## src/rtl/rf_write_arbiter_if.sv

```systemverilog
// Writeback-to-register-file write-port bundle: two requester handshakes plus the
// registered write port and the clear-sweep busy flag.
interface rf_write_arbiter_if #(
    parameter int AD_bit   = 3,
    parameter int Data_bit = 8
);
    logic                a_valid;
    logic [AD_bit-1:0]   a_AD;
    logic [Data_bit-1:0] a_D;
    logic                a_ready;

    logic                b_valid;
    logic [AD_bit-1:0]   b_AD;
    logic [Data_bit-1:0] b_D;
    logic                b_ready;

    logic                WE;
    logic [AD_bit-1:0]   w_AD;
    logic [Data_bit-1:0] w_D;
    logic                busy;

    // master: the writeback stage (and register file) side
    modport master (
        output a_valid, a_AD, a_D, b_valid, b_AD, b_D,
        input  a_ready, b_ready, WE, w_AD, w_D, busy
    );

    // slave: the arbiter
    modport slave (
        input  a_valid, a_AD, a_D, b_valid, b_AD, b_D,
        output a_ready, b_ready, WE, w_AD, w_D, busy
    );
endinterface

```

## src/rtl/rf_write_arbiter.sv

```systemverilog
// Round-robin arbiter for the register file's single write port, with $zero write drop.
// Optional post-reset zero sweep of every location is compiled in by defining RF_CLEAR_EN.
module rf_write_arbiter #(
    parameter int AD_bit   = 3,
    parameter int Data_bit = 8
) (
    input  logic             CLK,
    input  logic             RST_n,
    rf_write_arbiter_if.slave wb
);

    localparam int NREQ = 2;

`ifdef RF_CLEAR_EN
    typedef enum logic {ST_CLEAR, ST_RUN} state_t;
    localparam logic [AD_bit:0] CNT_ONE = {{AD_bit{1'b0}}, 1'b1};
    logic [AD_bit:0]     clr_cnt_reg;
    logic                busy_reg;
`else
    typedef enum logic {ST_RUN} state_t;
`endif

    state_t              state_reg;
    logic                last_b_reg;
    logic                we_reg;
    logic [AD_bit-1:0]   w_ad_reg;
    logic [Data_bit-1:0] w_d_reg;

    logic [NREQ-1:0]     req_valid;
    logic [NREQ-1:0]     req_grant;
    logic [AD_bit-1:0]   req_ad [NREQ];
    logic [Data_bit-1:0] req_d  [NREQ];
    logic                run_ok;
    logic                grant_any;
    logic [AD_bit-1:0]   grant_ad;
    logic [Data_bit-1:0] grant_d;

    // Index 0 is requester A (ALU), index 1 is requester B (load).
    assign req_valid = {wb.b_valid, wb.a_valid};
    assign req_ad[0] = wb.a_AD;
    assign req_ad[1] = wb.b_AD;
    assign req_d[0]  = wb.a_D;
    assign req_d[1]  = wb.b_D;

    // Ready is forced low during reset so nothing can be accepted on a reset edge.
    assign run_ok = RST_n && (state_reg == ST_RUN);

    genvar gi;
    generate
        for (gi = 0; gi < NREQ; gi++) begin : g_req
            // A wins a tie when B went last, B wins when A went last.
            assign req_grant[gi] = run_ok && req_valid[gi] &&
                                   (!req_valid[NREQ-1-gi] || (last_b_reg == (gi == 0)));
        end
    endgenerate

    assign grant_any = |req_grant;
    assign grant_ad  = req_grant[1] ? req_ad[1] : req_ad[0];
    assign grant_d   = req_grant[1] ? req_d[1]  : req_d[0];

    always_ff @(posedge CLK) begin
        if (!RST_n) begin
            we_reg     <= 1'b0;
            w_ad_reg   <= '0;
            w_d_reg    <= '0;
            last_b_reg <= 1'b1;
`ifdef RF_CLEAR_EN
            state_reg   <= ST_CLEAR;
            clr_cnt_reg <= '0;
            busy_reg    <= 1'b1;
`else
            state_reg   <= ST_RUN;
`endif
        end else begin
`ifdef RF_CLEAR_EN
            if (state_reg == ST_CLEAR) begin
                // Counter MSB set means the last address has been issued; drop WE and hand over.
                if (clr_cnt_reg[AD_bit]) begin
                    we_reg    <= 1'b0;
                    busy_reg  <= 1'b0;
                    state_reg <= ST_RUN;
                end else begin
                    we_reg      <= 1'b1;
                    w_ad_reg    <= clr_cnt_reg[AD_bit-1:0];
                    w_d_reg     <= '0;
                    clr_cnt_reg <= clr_cnt_reg + CNT_ONE;
                end
            end else
`endif
            begin
                if (grant_any) begin
                    // Writes to $zero complete the handshake but never reach the file.
                    we_reg     <= (grant_ad != '0);
                    w_ad_reg   <= grant_ad;
                    w_d_reg    <= grant_d;
                    last_b_reg <= req_grant[1];
                end else begin
                    we_reg <= 1'b0;
                end
            end
        end
    end

    assign wb.a_ready = req_grant[0];
    assign wb.b_ready = req_grant[1];
    assign wb.WE      = we_reg;
    assign wb.w_AD    = w_ad_reg;
    assign wb.w_D     = w_d_reg;
`ifdef RF_CLEAR_EN
    assign wb.busy    = busy_reg;
`else
    assign wb.busy    = 1'b0;
`endif

endmodule
```

## src/flat_wrapper.sv

```systemverilog
// flat-port wrapper written by rule: the top's interface ports become plain ports
module rf_write_arbiter_flat 
#(
    parameter int AD_bit   = 3,
    parameter int Data_bit = 8
)
  (CLK, RST_n, wb_a_valid, wb_a_AD, wb_a_D, wb_b_valid, wb_b_AD, wb_b_D, wb_a_ready, wb_b_ready, wb_WE, wb_w_AD, wb_w_D, wb_busy);
  rf_write_arbiter_if #(.AD_bit(AD_bit), .Data_bit(Data_bit)) wb_i ();
  input  logic CLK;
  input  logic RST_n;
  input wire logic [$bits(wb_i.a_valid)-1:0] wb_a_valid;
  input wire logic [$bits(wb_i.a_AD)-1:0] wb_a_AD;
  input wire logic [$bits(wb_i.a_D)-1:0] wb_a_D;
  input wire logic [$bits(wb_i.b_valid)-1:0] wb_b_valid;
  input wire logic [$bits(wb_i.b_AD)-1:0] wb_b_AD;
  input wire logic [$bits(wb_i.b_D)-1:0] wb_b_D;
  output wire logic [$bits(wb_i.a_ready)-1:0] wb_a_ready;
  output wire logic [$bits(wb_i.b_ready)-1:0] wb_b_ready;
  output wire logic [$bits(wb_i.WE)-1:0] wb_WE;
  output wire logic [$bits(wb_i.w_AD)-1:0] wb_w_AD;
  output wire logic [$bits(wb_i.w_D)-1:0] wb_w_D;
  output wire logic [$bits(wb_i.busy)-1:0] wb_busy;
  assign wb_i.a_valid = wb_a_valid;
  assign wb_i.a_AD = wb_a_AD;
  assign wb_i.a_D = wb_a_D;
  assign wb_i.b_valid = wb_b_valid;
  assign wb_i.b_AD = wb_b_AD;
  assign wb_i.b_D = wb_b_D;
  assign wb_a_ready = wb_i.a_ready;
  assign wb_b_ready = wb_i.b_ready;
  assign wb_WE = wb_i.WE;
  assign wb_w_AD = wb_i.w_AD;
  assign wb_w_D = wb_i.w_D;
  assign wb_busy = wb_i.busy;
  rf_write_arbiter #(.AD_bit(AD_bit), .Data_bit(Data_bit)) u_core (.CLK(CLK), .RST_n(RST_n), .wb(wb_i));
endmodule
```

## config.mk

```make
export PLATFORM = sky130hd
export DESIGN_NAME = rf_write_arbiter_flat
export DESIGN_NICKNAME = d
export VERILOG_FILES = /design/src/rtl/rf_write_arbiter_if.sv /design/src/rtl/rf_write_arbiter.sv /design/src/flat_wrapper.sv
export SDC_FILE = /design/constraint.sdc
export NUM_CORES = 1
export LEC_CHECK = 0
export CAP_MARGIN = 20
export CORE_MARGIN = 2
export CORE_UTILIZATION = 33
export CTS_BUF_LIST = sky130_fd_sc_hd__clkbuf_8 sky130_fd_sc_hd__clkbuf_16
export DETAILED_ROUTE_END_ITERATION = 12
export PLACE_DENSITY = 0.77
export SYNTH_ARGS = -nofsm -noshare
export SYNTH_HDL_FRONTEND = slang
export SYNTH_SLANG_ARGS = --single-unit
```

## constraint.sdc

```tcl
create_clock -name CLK -period 1.5 [get_ports CLK]
set_input_delay 0.15 -clock CLK [delete_from_list [all_inputs] [get_ports CLK]]
set_output_delay 0.15 -clock CLK [all_outputs]
set_load 0.05 [all_outputs]
```

After elaboration in Yosys (flattened, before gate mapping)
Index checks and enable logic that the tools add are counted.
{"block": "op_classes", "addsub": 0, "n_mul": 0, "div_mod_pow": 0, "n_lt_le_gt_ge": 0, "eq_ne": 0, "shifts": 0, "mux": 2, "bitwise": 1, "reduce_logical": 11}
{"cell": "$mux 8", "count": 1}
{"cell": "$logic_and 1x1->1", "count": 4}
{"cell": "$mux 3", "count": 1}
{"cell": "$reduce_bool 3->1", "count": 1}
{"cell": "$logic_not 1->1", "count": 2}
{"cell": "$logic_or 1x1->1", "count": 2}
{"cell": "$reduce_and 2->1", "count": 1}
{"cell": "$reduce_or 2->1", "count": 1}
{"cell": "$not 1->1", "count": 1}
{"block": "totals", "regBits": 13, "latchBits": 0, "ramBits": 0, "mem_bits_ro": 0, "wordCells": 18, "n_memories": 0}

Depth between registers and ports, before layout
{"block": "logic_depth", "word_depth": 5, "ltp_mapped": 4, "mapped_depth_nobuf": 3}

Worst setup path before layout
No wires, ideal clock.
{"block": "synth_timing", "path_kind": "register to register", "start": "register, netlist name u_core.wb.w_AD[2]", "end": "register u_core.w_ad_reg[2], in the netlist u_core.wb.w_AD[2]", "setup_ns": 0.119, "t_arrival_ns": 1.007, "setup_slack_ns": 0.375, "path_stages_with_launch": 3, "path_buffers": 0, "path_cell_list": "dfxtp_1 -> mux2_2 -> o221a_2"}
{"element": "end signal, assigned", "line_no": "rf_write_arbiter.sv:94", "rtl": "w_ad_reg <= grant_ad;"}
{"element": "end, declared", "line_no": "rf_write_arbiter.sv:26", "rtl": "logic [AD_bit-1:0] w_ad_reg;"}

Final worst setup path
{"block": "layout_timing", "start": "input RST_n", "end": "output wb_b_ready"}
{"block": "layout_between", "elab_chain_cells": 2}
{"element": "start, declared", "line_no": "flat_wrapper.sv:10", "rtl": "input logic RST_n;"}
{"element": "$logic_and 1x1->1 (2 in a row)", "line_no": "rf_write_arbiter.sv:52", "rtl": "assign req_grant[gi] = run_ok && req_valid[gi] &&"}
{"element": "end, declared", "line_no": "flat_wrapper.sv:18", "rtl": "output wire logic [$bits(wb_i.b_ready)-1:0] wb_b_ready;"}
Every way passes these cells.

==> impl_metrics.toml <==
[drt]
vias = 589
wirelength_um = 1640
routedWlPerCell_um = 14.3
ant_nets = 0
avgViaCountPerCell = 5.12
first_iter_violations = 6
drt_pass1_iterations = 4
drc = 0

[floorplan]
io_pins = 41
start_util_pct = 34.6
coreArea_um2 = 1690
die_area_um2 = 2120
placementRows = 15
die_height_um = 46.1
die_w_um = 46.1

[synth]
netlist_top_cells_count = "dfxtp_1, o221a_2, o21a_1, inv_1, nand2_1"
syn_inst = 55
syn-num-nets = 81
synth.distinct_cells = 17
synth_most_common_cell = "dfxtp_1"
synthArstFlopShare_pct = 0
synth_top_family_by_area = "compound AO/OA/AOI/OAI gates"
synth_compound_area_share_pct = 36.6
synth_mux_area_share_pct = 1.93
synth_edf_count = 0
post-synth-top-area-cell = "dfxtp_1"
ys_ff_latch = 13
synthSimpleGateAreaFrac_pct = 10.3
ys_dominant_reg_cell = "dfxtp_1"
synth_area_leaders = "dfxtp_1, o221a_2, o21a_1"
yosysSeqAreaShare_pct = 44.5
synth.avg_cell_area_um2 = 10.6
netlist_area_um2 = 584
synth_xor_area_share_pct = 0
synth.top_cell.area_share_pct = 44.5
synth_fa_ha_area_share_pct = 0
ys_warn_count = 0

[setup_path]
worstPathMaxFanout = 7
rr_endpoint = "u_core.wb.w_D[1]"
arrival_ns = 1.24
path_class = "in2out"
rr_startpoint = "u_core.last_b_reg"
critPathRequiredTime_ns = 1.35
reg2reg_depth = 4
worstSetupStartpointType = "input port"
cp-end-kind = "output port"
rrSetupSlack_ns = 0.29

[finish]
fin_nets = 125
num-fill-cells = 149
seqCellArea_um2 = 260
largest_reg_flops = 8
drive_gt1_share_pct = 34.7
instances_no_fill = 115
area_growth_syn_to_layout_pct = 78.8
antennaDiodeCount = 0
multi_input_area_um2 = 302

[global_routing]
groute.usage.overall_pct = 17.3
antenna_found_initial = 0
grt_pass1_wl_um = 2460
grt_max_degree = 11
grt_pass1_vias = 561
grt_overflow = 0

[placement]
dpl.cell_count = 110
portBuffers = 39
dp_hpwl_um = 1320
gp_congestion = 0.772

[sta]
fmaxAchievable_mhz = 719
setup-violations-final = 0
final-max-slew-violation-count = 0
rsz0062_at_grt = "false"
tns_ns = 0
min_period_ns = 1.39
hold_viol_final = 0
fin_skew_ns = 0.00444
min_period_over_period_pct = 92.7

[run_status]
outcome = "finished, final reports clean"

[hold_path]
hold_class = "in2reg"
hold_depth = 3
hold_end = "u_core.wb.WE"
hold_start = "wb_b_valid"

[run]
drv_cap = 0

[clock_tree]
max-clock-path-buffers = 2
cts_made_buffers = 3
h-tree-depth = 1
clkLatencyLatePin_ns = 0.24
cts.clk_slew.worst_paths_ns = 0.05
cts_tree = "done"
cts_root_buffer = "clkbuf_8"
cts.sinks = 13

[pwr]
powerDensity_nw_per_um2 = 990
ir_drop_mv = 0.541
power_leakage_nw = 0.453
==> layer usage <==
layer  share of wire [%]  track usage [%]  up-vias
met5                   0                0        -
met4                 2.6             10.3        0
met3                 7.2             7.84        5
met2                  50             28.1       23
met1                  40             18.1      263
li1                    -                -      298
==> worst max-delay path: stages <==
cell and delay (ns):
clkdlybuf4s50_1 0.61, nand3_2 0.19, inv_1 0.15, buf_12 0.15
==> what timing repair did <==
item,4_1_cts,5_1_grt
hold buffers,0,0
resized for setup,0,3
setup buffers,0,1
setup endpoints to repair,0,2
==> per-stage QoR <==
stage	area [µm²]	util (%)	worst slack [ns]	power, mW	hold WS, ns
detailed placement	977	57.9	0.0416	0.737	0.529
finish	1040	61.9	0.109	1.03	0.399
CTS	1020	60.5	0.0461	1.04	0.538
global route	1040	61.9	0.0285	1.09	0.442
global placement	977	57.9	0.0467	0.734	0.505
floorplan	584	-	0.375	0.591	0.313
==> how the worst max path moves through the flow <==
stage	start	end	slack, ns	cells past startpoint
2_1_floorplan	u_core.wb.w_AD[2]	u_core.wb.w_AD[2]	0.37	2
3_3_place_gp	wb_b_valid	u_core.wb.w_AD[0]	0.05	4
3_5_place_dp	wb_b_valid	u_core.wb.w_AD[0]	0.04	4
4_1_cts	RST_n	wb_b_ready	0.05	4
5_1_grt	RST_n	wb_b_ready	0.03	4
6_report	RST_n	wb_b_ready	0.11	4
==> cells by family (layout without fill, tap and decap cells) <==
| family | Yosys count | count (layout) |
|---|---|---|
| simple gates | 11 | 11 |
| buf+inv | 6 | 49 |
| flops | 13 | 13 |
| mux | 1 | 1 |
| compound gates | 23 | 23 |
| other cells | 1 | 1 |
==> placed cells by master (no fill, tap or decap), types with 2 or more instances in the layout <==
cell type / netlist / layout
nor3_1: 2 / 2
nand2b_1: 2 / 2
buf_12: 0 / 2
dfxtp_1: 13 / 13
inv_1: 3 / 4
o21a_1: 10 / 10
clkbuf_8: 0 / 3
nand2_1: 3 / 3
clkdlybuf4s50_1: 0 / 24
o221a_2: 11 / 11
buf_4: 1 / 15
==> final cells by class <==
cell class	instances	share of cell area [%]
inverters	3	1.08
repair buffers	42	38.8
clock buffers	3	3.95
clock inverters	1	0.359
flip-flops and latches	13	24.9
well taps	17	2.04
multi-input cells	36	28.9
==> power breakdown <==
group	internal, mW	switching, mW
clock	0.180	0.121
sequential	0.377	0.0167
combinational	0.154	0.185
total	0.712	0.322
No activity file was read; power rests on OpenSTA's default activity.
==> RTL change (config.mk and constraints unchanged) <==
`Data_bit` is set to 8 in 3 places; all go to 4.
--- a/src/rtl/rf_write_arbiter_if.sv
+++ b/src/rtl/rf_write_arbiter_if.sv
@@ -4,3 +4,3 @@
     parameter int AD_bit   = 3,
-    parameter int Data_bit = 8
+    parameter int Data_bit = 4
 );
--- a/src/rtl/rf_write_arbiter.sv
+++ b/src/rtl/rf_write_arbiter.sv
@@ -4,3 +4,3 @@
     parameter int AD_bit   = 3,
-    parameter int Data_bit = 8
+    parameter int Data_bit = 4
 ) (
--- a/src/flat_wrapper.sv
+++ b/src/flat_wrapper.sv
@@ -4,3 +4,3 @@
     parameter int AD_bit   = 3,
-    parameter int Data_bit = 8
+    parameter int Data_bit = 4
 )
Interface: changed (resized wb_a_D, wb_b_D and wb_w_D); port bits go from 41 to 29. The function was not compared with the original's and may differ.
==> RTL change against the unedited design <==
  * Sequential cell count decreased by 4
  * Worst setup slack got worse by 13 ps
  * Critical path depth unchanged
  * Final area decreased by 20%
  * Largest power group is now the clock network
  * Critical path type unchanged
  * Via count increased by 0.85%
  * Synthesized area decreased by 15%
  * Power decreased by 22%
  * Routed wire length decreased by 7.7%
==> RTL change: results <==
{
  "finalClockSkew_ps": 6.33,
  "worst_path_largest_cell_delay_ps": 510,
  "numPortBuffers": 27,
  "min_path_type": "flip-flop to flip-flop",
  "status": "complete, no violations",
  "p_leak_nw": 0.346,
  "p_sw_frac": 0.323,
  "grtUsageMet3": 0.0638,
  "root_buffer": "clkbuf_8",
  "reg2reg_slack_ps": 420,
  "place_ws_ps": 37.5,
  "grt_pass1_vias": 543,
  "dp.cells": 103,
  "final_layout_size_suffix_gt1_frac": 0.261,
  "whs_path_depth": 2,
  "synth_compound_area_frac": 0.309,
  "path_max_fanout": 6,
  "syn_avg_cell_area_um2": 8.38,
  "synth.cells.most_frequent": "dfxtp_1, o21ai_0, a31oi_1, nand4_1, o31ai_1",
  "crit_family": "buffers and inverters",
  "routabilityCongestion": 0.815,
  "cts_made_buffers": 3,
  "wl_per_cell_um": 14.2,
  "worst_ep_arrival_time_ps": 1250,
  "grt_start_max_net_pins": 9,
  "seq_area_frac_synth": 0.365,
  "grt_use_total": 0.167,
  "grt_use_met1": 0.211,
  "fin_hold_ws_ps": 490,
  "holdCritStartpoint": "u_core.wb.w_D[2]",
  "grtUsageMet2": 0.258,
  "drt_first_iter_violations": 32,
  "final_nets": 111,
  "largest_register_ffs": 4,
  "synthTopCellsByArea": "dfxtp_1, o21ai_0, a31oi_1",
  "grt_pass1_wl_um": 2290,
  "vias_per_cell": 5.55,
  "ys_types": 22,
  "synthMuxAreaShare": 0,
  "ff2ff_path_depth": 3,
  "routed-via-count": 594,
  "vdd.ir_drop.worst_v": 0.000621
}
[RTL change: cell types whose count changed in the layout (fill, tap and decap cells not counted), moves of 2 or more]
cell / delta
o221a_2: -11
o21a_1: -9
o21ai_0: +9
a31oi_1: +7
clkdlybuf4s50_1: -7
nand4_1: +7
o31ai_1: +5
dfxtp_1: -4
inv_1: -2
[RTL change: layout make-up]
| type | count | area, µm² |
|---|---|---|
| clock buffer | 3 | 41.3 |
| tap | 15 | 18.8 |
| fill | 118 | 509 |
| multi-input combinational | 44 | 270 |
| inverter | 1 | 3.75 |
| sequential | 9 | 180 |
| clock inverter | 1 | 3.75 |
| timing repair buffer | 34 | 323 |
[RTL change: repair_timing]
item,4_1_cts,5_1_grt
setup buffers,0,0
endpoints found under the setup margin,0,1
resized for setup,0,1
hold buffers,0,0
[RTL change: per-layer routing]
metal  part of all wire  wire length, µm
met5                  0                0
met4              0.015               23
met3              0.081              123
met2               0.46              694
met1               0.44              674
[RTL change: worst max path at each step]
stage                 startpoint           endpoint  slack, ps
2_1_floorplan  u_core.last_b_reg         wb_a_ready        100
3_3_place_gp          wb_b_valid         wb_a_ready         80
3_5_place_dp          wb_a_valid  u_core.wb.w_AD[1]         40
4_1_cts               wb_a_valid         wb_a_ready         50
5_1_grt               wb_a_valid         wb_a_ready         30
6_report              wb_b_valid         wb_a_ready        100
[RTL change: power groups by stage]
stage	Combinational, mW	Sequential, mW	Clock [mW]
6_report	0.255	0.269	0.284
5_1_grt	0.268	0.271	0.297
4_1_cts	0.253	0.270	0.290
3_5_place_dp	0.251	0.274	0
3_3_place_gp	0.249	0.273	0
2_1_floorplan	0.0874	0.332	0
[RTL change: worst reg2reg max path, stage by stage, from the launching register on]
cell	delay (ps)
dfxtp_1	390
and2b_1	270
o21ai_0	190
a31oi_1	100
